**config.mk**
```make
export PLATFORM = sky130hd
export DESIGN_NAME = cache_mem_arbiter
export DESIGN_NICKNAME = d
export VERILOG_FILES = /design/src/rtl/cache_mem_arbiter.sv
export SDC_FILE = /design/constraint.sdc
export NUM_CORES = 1
export LEC_CHECK = 0
export CORE_AREA = 4 4 114 116
export CTS_BUF_LIST = sky130_fd_sc_hd__clkbuf_8
export CTS_CLUSTER_SIZE = 20
export DETAILED_ROUTE_END_ITERATION = 6
export DIE_AREA = 0 0 118 120
export GPL_TIMING_DRIVEN = 0
export SETUP_SLACK_MARGIN = 0.4
export SYNTH_ARGS = -nofsm -noshare
export SYNTH_HDL_FRONTEND = slang
export SYNTH_SLANG_ARGS = --single-unit
```
**constraint.sdc**
```tcl
create_clock -name clk -period 1.7 [get_ports clk]
set_input_delay 0.34 -clock clk [delete_from_list [all_inputs] [get_ports clk]]
set_output_delay 0.34 -clock clk [all_outputs]
set_load 0.05 [all_outputs]
```
**src/rtl/cache_mem_arbiter.sv**
```systemverilog
// cache_mem_arbiter
//   Shares one memory port between an instruction cache (I) and a data cache
//   (D). One requester owns the port for up to BURST_LEN consecutive beats.
//   Ties in IDLE go round-robin against the last owner.
//
// Ports
//   clk, reset              : clock, async active-low reset
//   i_/d_req, _wen          : per-cache request and write flag
//   i_/d_addr, _wdata       : per-cache address / write data (forwarded live)
//   i_/d_addr_ok, _data_ok  : per-cache handshakes (only the owner ever sees them)
//   i_/d_rdata              : read data (mirror of mem_rdata, qualified by data_ok)
//   mem_req/wen/addr/wdata  : shared memory request
//   mem_addr_ok/data_ok     : memory handshakes
//   mem_rdata               : memory read data
module cache_mem_arbiter #(
  parameter int BURST_LEN = 8
) (
  input  logic        clk,
  input  logic        reset,
  input  logic        i_req,
  input  logic        i_wen,
  input  logic [31:0] i_addr,
  input  logic [31:0] i_wdata,
  output logic        i_addr_ok,
  output logic        i_data_ok,
  output logic [31:0] i_rdata,
  input  logic        d_req,
  input  logic        d_wen,
  input  logic [31:0] d_addr,
  input  logic [31:0] d_wdata,
  output logic        d_addr_ok,
  output logic        d_data_ok,
  output logic [31:0] d_rdata,
  output logic        mem_req,
  output logic        mem_wen,
  output logic [31:0] mem_addr,
  output logic [31:0] mem_wdata,
  input  logic        mem_addr_ok,
  input  logic        mem_data_ok,
  input  logic [31:0] mem_rdata
);

  localparam int CW = $clog2(BURST_LEN) + 1;
  localparam logic [CW-1:0] BURST_MAX = CW'(BURST_LEN);

  typedef enum logic [1:0] {IDLE, ADDR, DATA} state_t;

  typedef struct packed {
    logic        wen;
    logic [31:0] addr;
    logic [31:0] wdata;
  } mem_cmd_t;

  localparam logic OWN_I = 1'b0;
  localparam logic OWN_D = 1'b1;

  state_t        state_q, state_d;
  logic          owner_q, owner_d;
  logic          last_owner_q, last_owner_d;
  logic [CW-1:0] beat_cnt_q, beat_cnt_d;

  mem_cmd_t i_cmd, d_cmd, sel_cmd;
  logic     own_req;
  logic     addr_hs, data_hs;
  logic [CW-1:0] beat_inc;

  assign i_cmd   = '{wen: i_wen, addr: i_addr, wdata: d_wdata_dummy_guard(i_wdata)};
  assign d_cmd   = '{wen: d_wen, addr: d_addr, wdata: d_wdata};

  // Command mux follows owner even outside ADDR; owner resets to I, so the
  // I-side inputs show through during reset. Only mem_req carries meaning.
  assign sel_cmd = (owner_q == OWN_D) ? d_cmd : i_cmd;
  assign own_req = (owner_q == OWN_D) ? d_req : i_req;

  assign mem_wen   = sel_cmd.wen;
  assign mem_addr  = sel_cmd.addr;
  assign mem_wdata = sel_cmd.wdata;
  assign mem_req   = (state_q == ADDR) && own_req;

  // Handshakes must pulse in the same cycle as the memory ok, so they are
  // decoded from registered state rather than registered themselves.
  assign addr_hs = (state_q == ADDR) && own_req && mem_addr_ok;
  assign data_hs = (state_q == DATA) && mem_data_ok;

  assign i_addr_ok = addr_hs && (owner_q == OWN_I);
  assign d_addr_ok = addr_hs && (owner_q == OWN_D);
  assign i_data_ok = data_hs && (owner_q == OWN_I);
  assign d_data_ok = data_hs && (owner_q == OWN_D);

  assign i_rdata = mem_rdata;
  assign d_rdata = mem_rdata;

  assign beat_inc = beat_cnt_q + CW'(1);

  function automatic logic [31:0] d_wdata_dummy_guard(input logic [31:0] v);
    return v;
  endfunction

  always_comb begin
    state_d      = state_q;
    owner_d      = owner_q;
    last_owner_d = last_owner_q;
    beat_cnt_d   = beat_cnt_q;
    unique case (state_q)
      IDLE: begin
        if (i_req && d_req) begin
          owner_d = ~last_owner_q;  // round-robin: the one that went last waits
          state_d = ADDR;
        end else if (d_req) begin
          owner_d = OWN_D;
          state_d = ADDR;
        end else if (i_req) begin
          owner_d = OWN_I;
          state_d = ADDR;
        end
      end
      ADDR: begin
        if (!own_req) begin
          // Owner withdrew before the address was accepted: release the port.
          state_d      = IDLE;
          last_owner_d = owner_q;
          beat_cnt_d   = '0;
        end else if (mem_addr_ok) begin
          state_d = DATA;
        end
      end
      DATA: begin
        if (mem_data_ok) begin
          if (own_req && (beat_inc < BURST_MAX)) begin
            beat_cnt_d = beat_inc;
            state_d    = ADDR;
          end else begin
            state_d      = IDLE;
            last_owner_d = owner_q;
            beat_cnt_d   = '0;
          end
        end
      end
      default: state_d = IDLE;
    endcase
  end

  always_ff @(posedge clk or negedge reset) begin
    if (!reset) begin
      state_q      <= IDLE;
      owner_q      <= OWN_I;
      last_owner_q <= OWN_I;
      beat_cnt_q   <= '0;
    end else begin
      state_q      <= state_d;
      owner_q      <= owner_d;
      last_owner_q <= last_owner_d;
      beat_cnt_q   <= beat_cnt_d;
    end
  end

endmodule

```
; ---- Word level (Yosys, flattened, before mapping)
; Index checks and enable logic that the tools add are counted.
[op_classes]
addsub = 1
n_mul = 0
div = 0
order_cmp = 1
n_eq_ne = 7
n_shift = 0
muxes = 21
n_bitwise = 2
n_reduce_logical = 16
[ops]
columns = operator, n
row1 = 2-to-1 mux 65 bit, 1
row2 = 2-to-1 mux 2 bit, 6
row3 = 2-to-1 mux 4 bit, 3
row4 = logical AND 1 bit, 9
row5 = 2-to-1 mux 1 bit, 8
row6 = case mux 4 bit (2 select lines), 1
row7 = "inequality test 2 bit, second input constant", 3
row8 = case mux 2 bit (3 select lines), 1
row9 = AND reduction 3 bit, 2
row10 = "adder 4 x 1 -> 4 bit, second input constant", 1
row11 = "less-than comparator 4 bit, second input constant", 1
row12 = "inequality test 4 bit, second input constant", 1
row13 = AND reduction 4 bit, 1
row14 = "inequality test 3 bit, second input constant", 1
row15 = nonzero test 3 bit, 1
row16 = "== test 2 x 1 -> 1 bit, second input constant", 1
row17 = "== test 2 bit, second input constant", 1
row18 = zero test 2 bit, 1
row19 = NOT 1 bit, 2
row20 = case mux 1 bit (2 select lines), 1
row21 = AND reduction 2 bit, 1
row22 = nonzero test 2 bit, 1
[word_totals]
regBits = 8
latchBits = 0
ramBits = 0
romBits = 0
inputBits = 168
output_inout_bits = 134
n_memories = 0

; ---- Depth between registers and ports, before layout
; Gate-level depths: netlist of the first run.
[logic_depth]
ltp_word = 6
mapped_depth = 5
depth_no_buf = 5

; ---- Least setup slack after synthesis of the first run
; Ideal clock, no wire load.
[synth_path]
path_kind = flip-flop to output port
startpoint = register owner_q
endpoint = output i_addr_ok
arrival_time_ns = 2.052
required_ns = 1.360
path_slack_ns = -0.692
path_stages_with_launch = 6
path_cell_list = dfrtp_1 buf_4 mux2_2 and3_1 nand2_1 nor2_1
[synth_between]
elab_chain_cells = 4
[synth_lines]
columns = element, line
row1 = from (decl), 58  ; logic owner_q, owner_d;
row2 = from (signal assigned), 151  ; owner_q <= owner_d;
row3 = 2-to-1 mux 1 bit, 73  ; assign own_req = (owner_q == OWN_D) ? d_req : i_req;
row4 = logical AND 1 bit, -
row5 = named net mem_req, 34  ; output logic mem_req,
row6 = logical AND 1 bit, 82  ; assign addr_hs = (state_q == ADDR) && own_req && mem_addr_ok;
row7 = logical AND 1 bit, 85  ; assign i_addr_ok = addr_hs && (owner_q == OWN_I);
row8 = to (decl), 24  ; output logic i_addr_ok,
; The timed path passes the listed nets, and every way through them passes these cells.

; ---- Final worst setup path of the first run
[layout_path]
startpoint = register owner_q
endpoint = output d_addr_ok
[layout_between]
elab_chain_cells = 4
[layout_lines]
columns = element, line
row1 = 2-to-1 mux 1 bit, 73
row2 = logical AND 1 bit (2 in a row), 82
row3 = logical AND 1 bit (*), 86  ; assign d_addr_ok = addr_hs && (owner_q == OWN_D);
row4 = to (decl), 31  ; output logic d_addr_ok,
; Every way passes the cells marked *; elsewhere a longest branch is shown, timed or not.

==> results.yml, run 1 <==
outcome:
  status: "complete, but fails checks"
  violations: "setup timing"
synthesis:
  yosys-top-cells-area: "mux2_2 43%, buf_4 29%, dfrtp_1 12%"
  synth-main-ff-cell: "dfrtp_1"
  synth.top_cell.area_share: 0.4317
  yosysWarnings: 0
  ys_top_cells_by_count: "66 x buf_4, 66 x mux2_2, 8 x dfrtp_1"
  syn_inst: 184
  synth_xor_area_frac: 0.01017
  synth_nets: 353
  synth_mux_area_frac: 0.4520
  synth_compound_area_frac: 0.03924
  yosys.cell_types.count: 28
  synth_edf_count: 0
  yosys.area_share.simple: 0.06323
  synth_top_family_by_area: "multiplexers"
  avgSynthCellArea_sq_um: 9.357
  synthArstFlopShare: 1.000
  yosys.area.top_type: "mux2_2"
  syn-cell-area_sq_mm: 0.001722
  yosysSeqAreaShare: 0.1163
  synthAdderAreaFrac: 0.007267
  ys_seq_elements: 8
clock_tree:
  clkLatencyLatePin_ns: 0.23
  clockBufferDepth: 2
  cts_tree: "yes"
  cts-root-buf: "clkbuf_8"
  cts_max_level: 1
  cts_buffers: 3
  clk_pin_slew_ns: 0.04
  numClockSinks: 8
worst_setup_path:
  path_class: "register to output pin"
  timing.rr.end: "last_owner_q"
  required_ns: 1.36
  rrSetupSlack_ns: 0.04
  critPathLaunch: "owner_q"
  worstPathArrival_ns: 1.55
  critPathMaxFanout: 10
  reg2regPathDepth: 5
  critPathLaunchType: "register"
  cp-end-kind: "output pin"
  crit_end: "d_addr_ok"
  r2r_start: "owner_q"
power:
  p_leak_nw: 2.298
  power_per_cell_area_mw_per_mm2: 1315
  max-vdd-ir-drop_v: 0.0005017
global_route:
  grt_antenna_before_repair: 1
  gr-usage-met2: 0.2325
  grt_pass1_vias: 2298
  grt_first_pass_wirelength_um: 15160
  grt.busiest_layer: "met2"
  track_usage: 0.1374
  use_met1: 0.1629
  grtUsageMet3: 0.05561
  gr-total-overflow: 0
  grt_max_degree: 11
timing:
  rsz0062_at_grt: "yes"
  slew_violations: 0
  finalSetupTns_ns: -7.519
  fmax_mhz: 529.0
  hold_viol: 0
  post-route-period-util: 1.112
  layout_setup_ws_ns: -0.1903
  timing.final.crit_period_ns: 1.890
  maxSlewHeadroom: 0.6565
  setup_viol: 67
  worst_pin_slew_ns: 0.5144
  clock_skew_ns: 0.002554
placement:
  dpl-instance-area_sq_mm: 0.004885
  dpl.cell_count: 600
  pre_cts_ws_ns: -0.9501
  dpl.hpwl_um: 9649
  port_buffers: 269
  gp_congestion: 0.8101
drt:
  drc: 0
  drt_iter0_markers: 73
  drtAntennaViolNets: 0
  wl_per_cell_um: 17.91
  via_per_inst: 3.843
  via_count: 2333
  firstDrtPassIters: 4
  routed_wl_um: 10870
layout:
  multi_input_area_sq_mm: 0.001271
  final_nets: 630
  post-route-cell-area_sq_mm: 0.004538
  ff_latch_area_sq_um: 200.2
  finalNonFillerCells: 607
  drive_gt1_frac: 0.6296
  area_growth_pct: 163.6
  n_fill_cell: 1218
floorplanning:
  ios: 302
  start_util: 0.1445
  dieWidth_um: 118
  die-area_sq_mm: 0.01416
  num_rows: 40
  core_sq_mm: 0.01191
  die_h_um: 120
run:
  cap_violations: 0
hold_path:
  worst_hold_path_type: "input pin to asynchronous set/reset pin"
report_power, final:
group | switching [W] | total (W) | internal [W]
logic | 0.00333 | 0.00543 | 0.00210
clock network | 0.0000698 | 0.000223 | 0.000153
registers | 0.0000516 | 0.000311 | 0.000259
total | 0.00345 | 0.00597 | 0.00251
cell type report:
class | count | share of cell area
Timing Repair Buffer | 272 | 0.4952
Multi-Input combinational cell | 101 | 0.2801
Buffer | 73 | 0.1288
Sequential cell | 8 | 0.04411
Tap cell | 147 | 0.04053
Clock buffer | 3 | 0.009098
Inverter | 2 | 0.001654
Antenna cell | 1 | 0.0005514
repair_timing:
| action | 4_1_cts | 5_1_grt |
|---|---|---|
| hold buffers | 0 | 0 |
| pin swaps | 2 | 0 |
| buffers inserted | 1 | 2 |
| endpoints found under the setup margin | 141 | 78 |
| resized for setup | 439 | 8 |
| hold endpoints to repair | 0 | 0 |
cell usage in the layout (no fill, tap or decap), types with 2 or more instances in the layout:
cell / n
nor2_4: 2
nand3_1: 2
nand2_1: 3
nor3_1: 2
nand3b_1: 2
mux2i_1: 2
buf_4: 131
buf_2: 64
mux2_4: 66
buf_8: 3
inv_1: 2
and3_4: 2
nor2_1: 3
dfrtp_1: 8
dlygate4sd2_1: 3
clkbuf_8: 4
buf_6: 9
clkdlybuf4s50_1: 132
worst min path at each step:
stage	startpoint	endpoint	slack, ns
6_report	reset	state_q[1]	0.40
3_3_place_gp	beat_cnt_q[3]	beat_cnt_q[0]	0.49
3_5_place_dp	beat_cnt_q[3]	beat_cnt_q[0]	0.50
5_1_grt	reset	state_q[1]	0.42
4_1_cts	reset	state_q[1]	0.40
2_1_floorplan	reset	beat_cnt_q[0]	0.04
registers in the layout, summed over array words and instances (netlist names):
name and flops:
beat_cnt_q 4, state_q 2, last_owner_q 1, owner_q 1
cells by family after synthesis:
family,Yosys count
AND/OR/NAND/NOR,21
XOR/XNOR,2
buffers and inverters,75
flip-flops,8
multiplexers,69
adder cells (fa/ha/maj),1
AO/OA/AOI/OAI,8
metrics by stage:
| step | total power (W) | hold WS [ns] | util |
|---|---|---|---|
| after global routing | 0.006213 | 0.4249 | 0.3810 |
| after CTS | 0.006027 | 0.4038 | 0.3789 |
| after floorplan | 0.004383 | 0.04441 | - |
| final | 0.005966 | 0.4006 | 0.3810 |
| after detailed placement | 0.006119 | 0.4980 | 0.4101 |
| after global placement | 0.006112 | 0.4931 | 0.4101 |
worst max-delay path, stage by stage (launching register included):
cell	delay, ns
dfrtp_1	0.37
buf_8	0.16
mux2_4	0.31
and3_4	0.17
and3_4	0.17
buf_6	0.14
metal layers:
layer	routed length [um]	part of all wire	vias to the layer above
li1	-	-	1126
met1	4236	0.39	1067
met2	5445	0.50	128
met3	989	0.091	12
met4	200	0.018	0
met5	0	0	-
Note: power is estimated with default switching activity, not from simulation.
==> inputs of run 2 (changes only) <==
--- a/config.mk
+++ b/config.mk
@@ -11,6 +11,7 @@
 export DETAILED_ROUTE_END_ITERATION = 6
 export DIE_AREA = 0 0 118 120
 export GPL_TIMING_DRIVEN = 0
+export PLACE_DENSITY = 0.59
 export SETUP_SLACK_MARGIN = 0.4
 export SYNTH_ARGS = -nofsm -noshare
 export SYNTH_HDL_FRONTEND = slang
==> results.yml, run 2 (synthesized netlist as in run 1, its figures left out) <==
global_route:
  grt_max_degree: 11
  track_usage: 0.1251
  grt_pass1_vias: 2500
  grt_first_pass_wirelength_um: 14550
  gr-total-overflow: 0
  grt_antenna_before_repair: 0
floorplanning:
  die_h_um: 120
  die-area_sq_mm: 0.01416
  ios: 302
  start_util: 0.1445
  num_rows: 40
  dieWidth_um: 118
  core_sq_mm: 0.01191
clock_tree:
  cts_tree: "yes"
  clockBufferDepth: 2
  clkLatencyLatePin_ns: 0.23
  cts_max_level: 1
  cts_buffers: 3
  cts_hold_buf: 0
  numClockSinks: 8
  clk_pin_slew_ns: 0.04
  cts-root-buf: "clkbuf_8"
drt:
  routed_wl_um: 9710
  top_layer: "met4"
  wl_met1_um: 3583
  wl_per_cell_um: 15.97
  firstDrtPassIters: 4
  drc: 0
  route.met2.wl_um: 5430
  via_count: 2285
  route.met3.wl_um: 677
  drt_iter0_markers: 32
  via_per_inst: 3.758
  drtAntennaViolNets: 0
worst_setup_path:
  crit_end: "d_addr_ok"
  path_cells: "buf_12 > mux2_4 > and3_4 > and3_4 > buf_6"
  required_ns: 1.36
  rrSetupSlack_ns: 0
  cp-end-kind: "output pin"
  worstPathArrival_ns: 1.56
  critPathMaxFanout: 10
  path_class: "register to output pin"
  reg2regPathDepth: 6
  r2r_start: "owner_q"
  cpMaxStageDelayCell: "dfrtp_1"
  critPathLaunch: "owner_q"
  critPathLaunchType: "register"
  timing.rr.end: "last_owner_q"
  cpPeakStageDelay_ns: 0.39
  cp_common_cell: "and3_4"
power:
  fin_total_pwr_w: 0.005974
  max-vdd-ir-drop_v: 0.0005282
  power_per_cell_area_mw_per_mm2: 1283
  p_leak_nw: 2.335
timing:
  slew_violations: 0
  worst_pin_slew_ns: 0.5087
  rsz0062_at_grt: "yes"
  maxSlewHeadroom: 0.6622
  setup_viol: 68
  clock_skew_ns: 0.002479
  timing.final.crit_period_ns: 1.904
  layout_setup_ws_ns: -0.2041
  post-route-period-util: 1.120
  hold_viol: 0
  fmax_mhz: 525.2
  hold_ws_ns: 0.4051
layout:
  post-route-cell-area_sq_mm: 0.004656
  finalNonFillerCells: 608
  largestRegisters: "beat_cnt_q x4, state_q x2"
  top_register: "beat_cnt_q"
  area_growth_pct: 170.4
  largest_reg_flops: 4
  layout_commonest_cell: "clkdlybuf4s50_1"
  most-common-layout-cells: "132 x clkdlybuf4s50_1, 80 x buf_4, 66 x mux2_4"
  n_antenna_cell: 0
  final_nets: 632
  drive_gt1_frac: 0.4967
placement:
  dpl.hpwl_um: 8476
  gp_congestion: 0.7595
  dpl.cell_count: 600
  port_buffers: 269
  dpl-instance-area_sq_mm: 0.004885
outcome:
  violations: "setup timing"
  status: "complete, but fails checks"
run:
  cap_violations: 0
hold_path:
  worst_hold_path_type: "input pin to asynchronous set/reset pin"
==> run 2: area by class of cell <==
| class | count | area, sq um |
|---|---|---|
| clock buffer | 3 | 41.29 |
| multi-input combinational | 101 | 1269 |
| inverter | 2 | 7.507 |
| fill | 1230 | 7256 |
| sequential | 8 | 200.2 |
| timing repair buffer | 274 | 2365 |
| tap | 147 | 183.9 |
| buffer | 73 | 589.3 |
==> run 2: repair_timing <==
item                                    4_1_cts  5_1_grt
setup buffers                                 3        2
gates resized for setup                     459        0
endpoints found under the hold margin         0        0
endpoints found under the setup margin      141       77
pin swaps                                     1        1
==> run 2: critical path: cells and delay by family, from the launching register on <==
family        cells  cell delay (ns)
flops             1             0.39
mux               1             0.31
buf+inv           2             0.31
simple gates      2             0.34
==> run 2: worst min path at each step <==
stage,from,endpoint,slack (ns),cells after the start
2_1_floorplan,reset,beat_cnt_q[0],0.04,0
4_1_cts,reset,beat_cnt_q[3],0.42,1
3_5_place_dp,beat_cnt_q[3],beat_cnt_q[0],0.50,1
6_report,reset,beat_cnt_q[3],0.41,1
5_1_grt,reset,beat_cnt_q[1],0.44,1
3_3_place_gp,beat_cnt_q[3],beat_cnt_q[0],0.49,1
==> run 2: stage by stage <==
| step | setup TNS, ns | setup WS [ns] | util |
|---|---|---|---|
| global placement | -36.47 | -0.9759 | 0.4101 |
| floorplan | 0 | 0.001247 | - |
| finish | -6.296 | -0.2041 | 0.3909 |
| detailed placement | -37.42 | -0.9789 | 0.4101 |
| CTS | -7.539 | -0.2149 | 0.3896 |
| global route | -10.04 | -0.2411 | 0.3909 |
==> run 2: layer usage <==
layer | up-vias | track usage
li1 | 1131 | -
met1 | 1028 | 0.1411
met2 | 124 | 0.2490
met3 | 2 | 0.02686
met4 | 0 | 0.008791
met5 | - | 0
==> run 2: power by group <==
part | internal, W | total [W] | leakage (nW) | switching [W]
combinational | 0.00216 | 0.00543 | 2.21 | 0.00327
clock | 0.000154 | 0.000230 | 0.0216 | 0.0000769
sequential | 0.000259 | 0.000316 | 0.104 | 0.0000568
total | 0.00257 | 0.00597 | 2.33 | 0.00340
==> inputs of run 3 (changes only) <==
--- a/config.mk
+++ b/config.mk
@@ -13,6 +13,7 @@
 export GPL_TIMING_DRIVEN = 0
 export PLACE_DENSITY = 0.59
 export SETUP_SLACK_MARGIN = 0.4
+export SLEW_MARGIN = 10
 export SYNTH_ARGS = -nofsm -noshare
 export SYNTH_HDL_FRONTEND = slang
 export SYNTH_SLANG_ARGS = --single-unit
==> results of run 3 <==
Same layout as run 2: the final DEF is identical, and so are final timing and power.
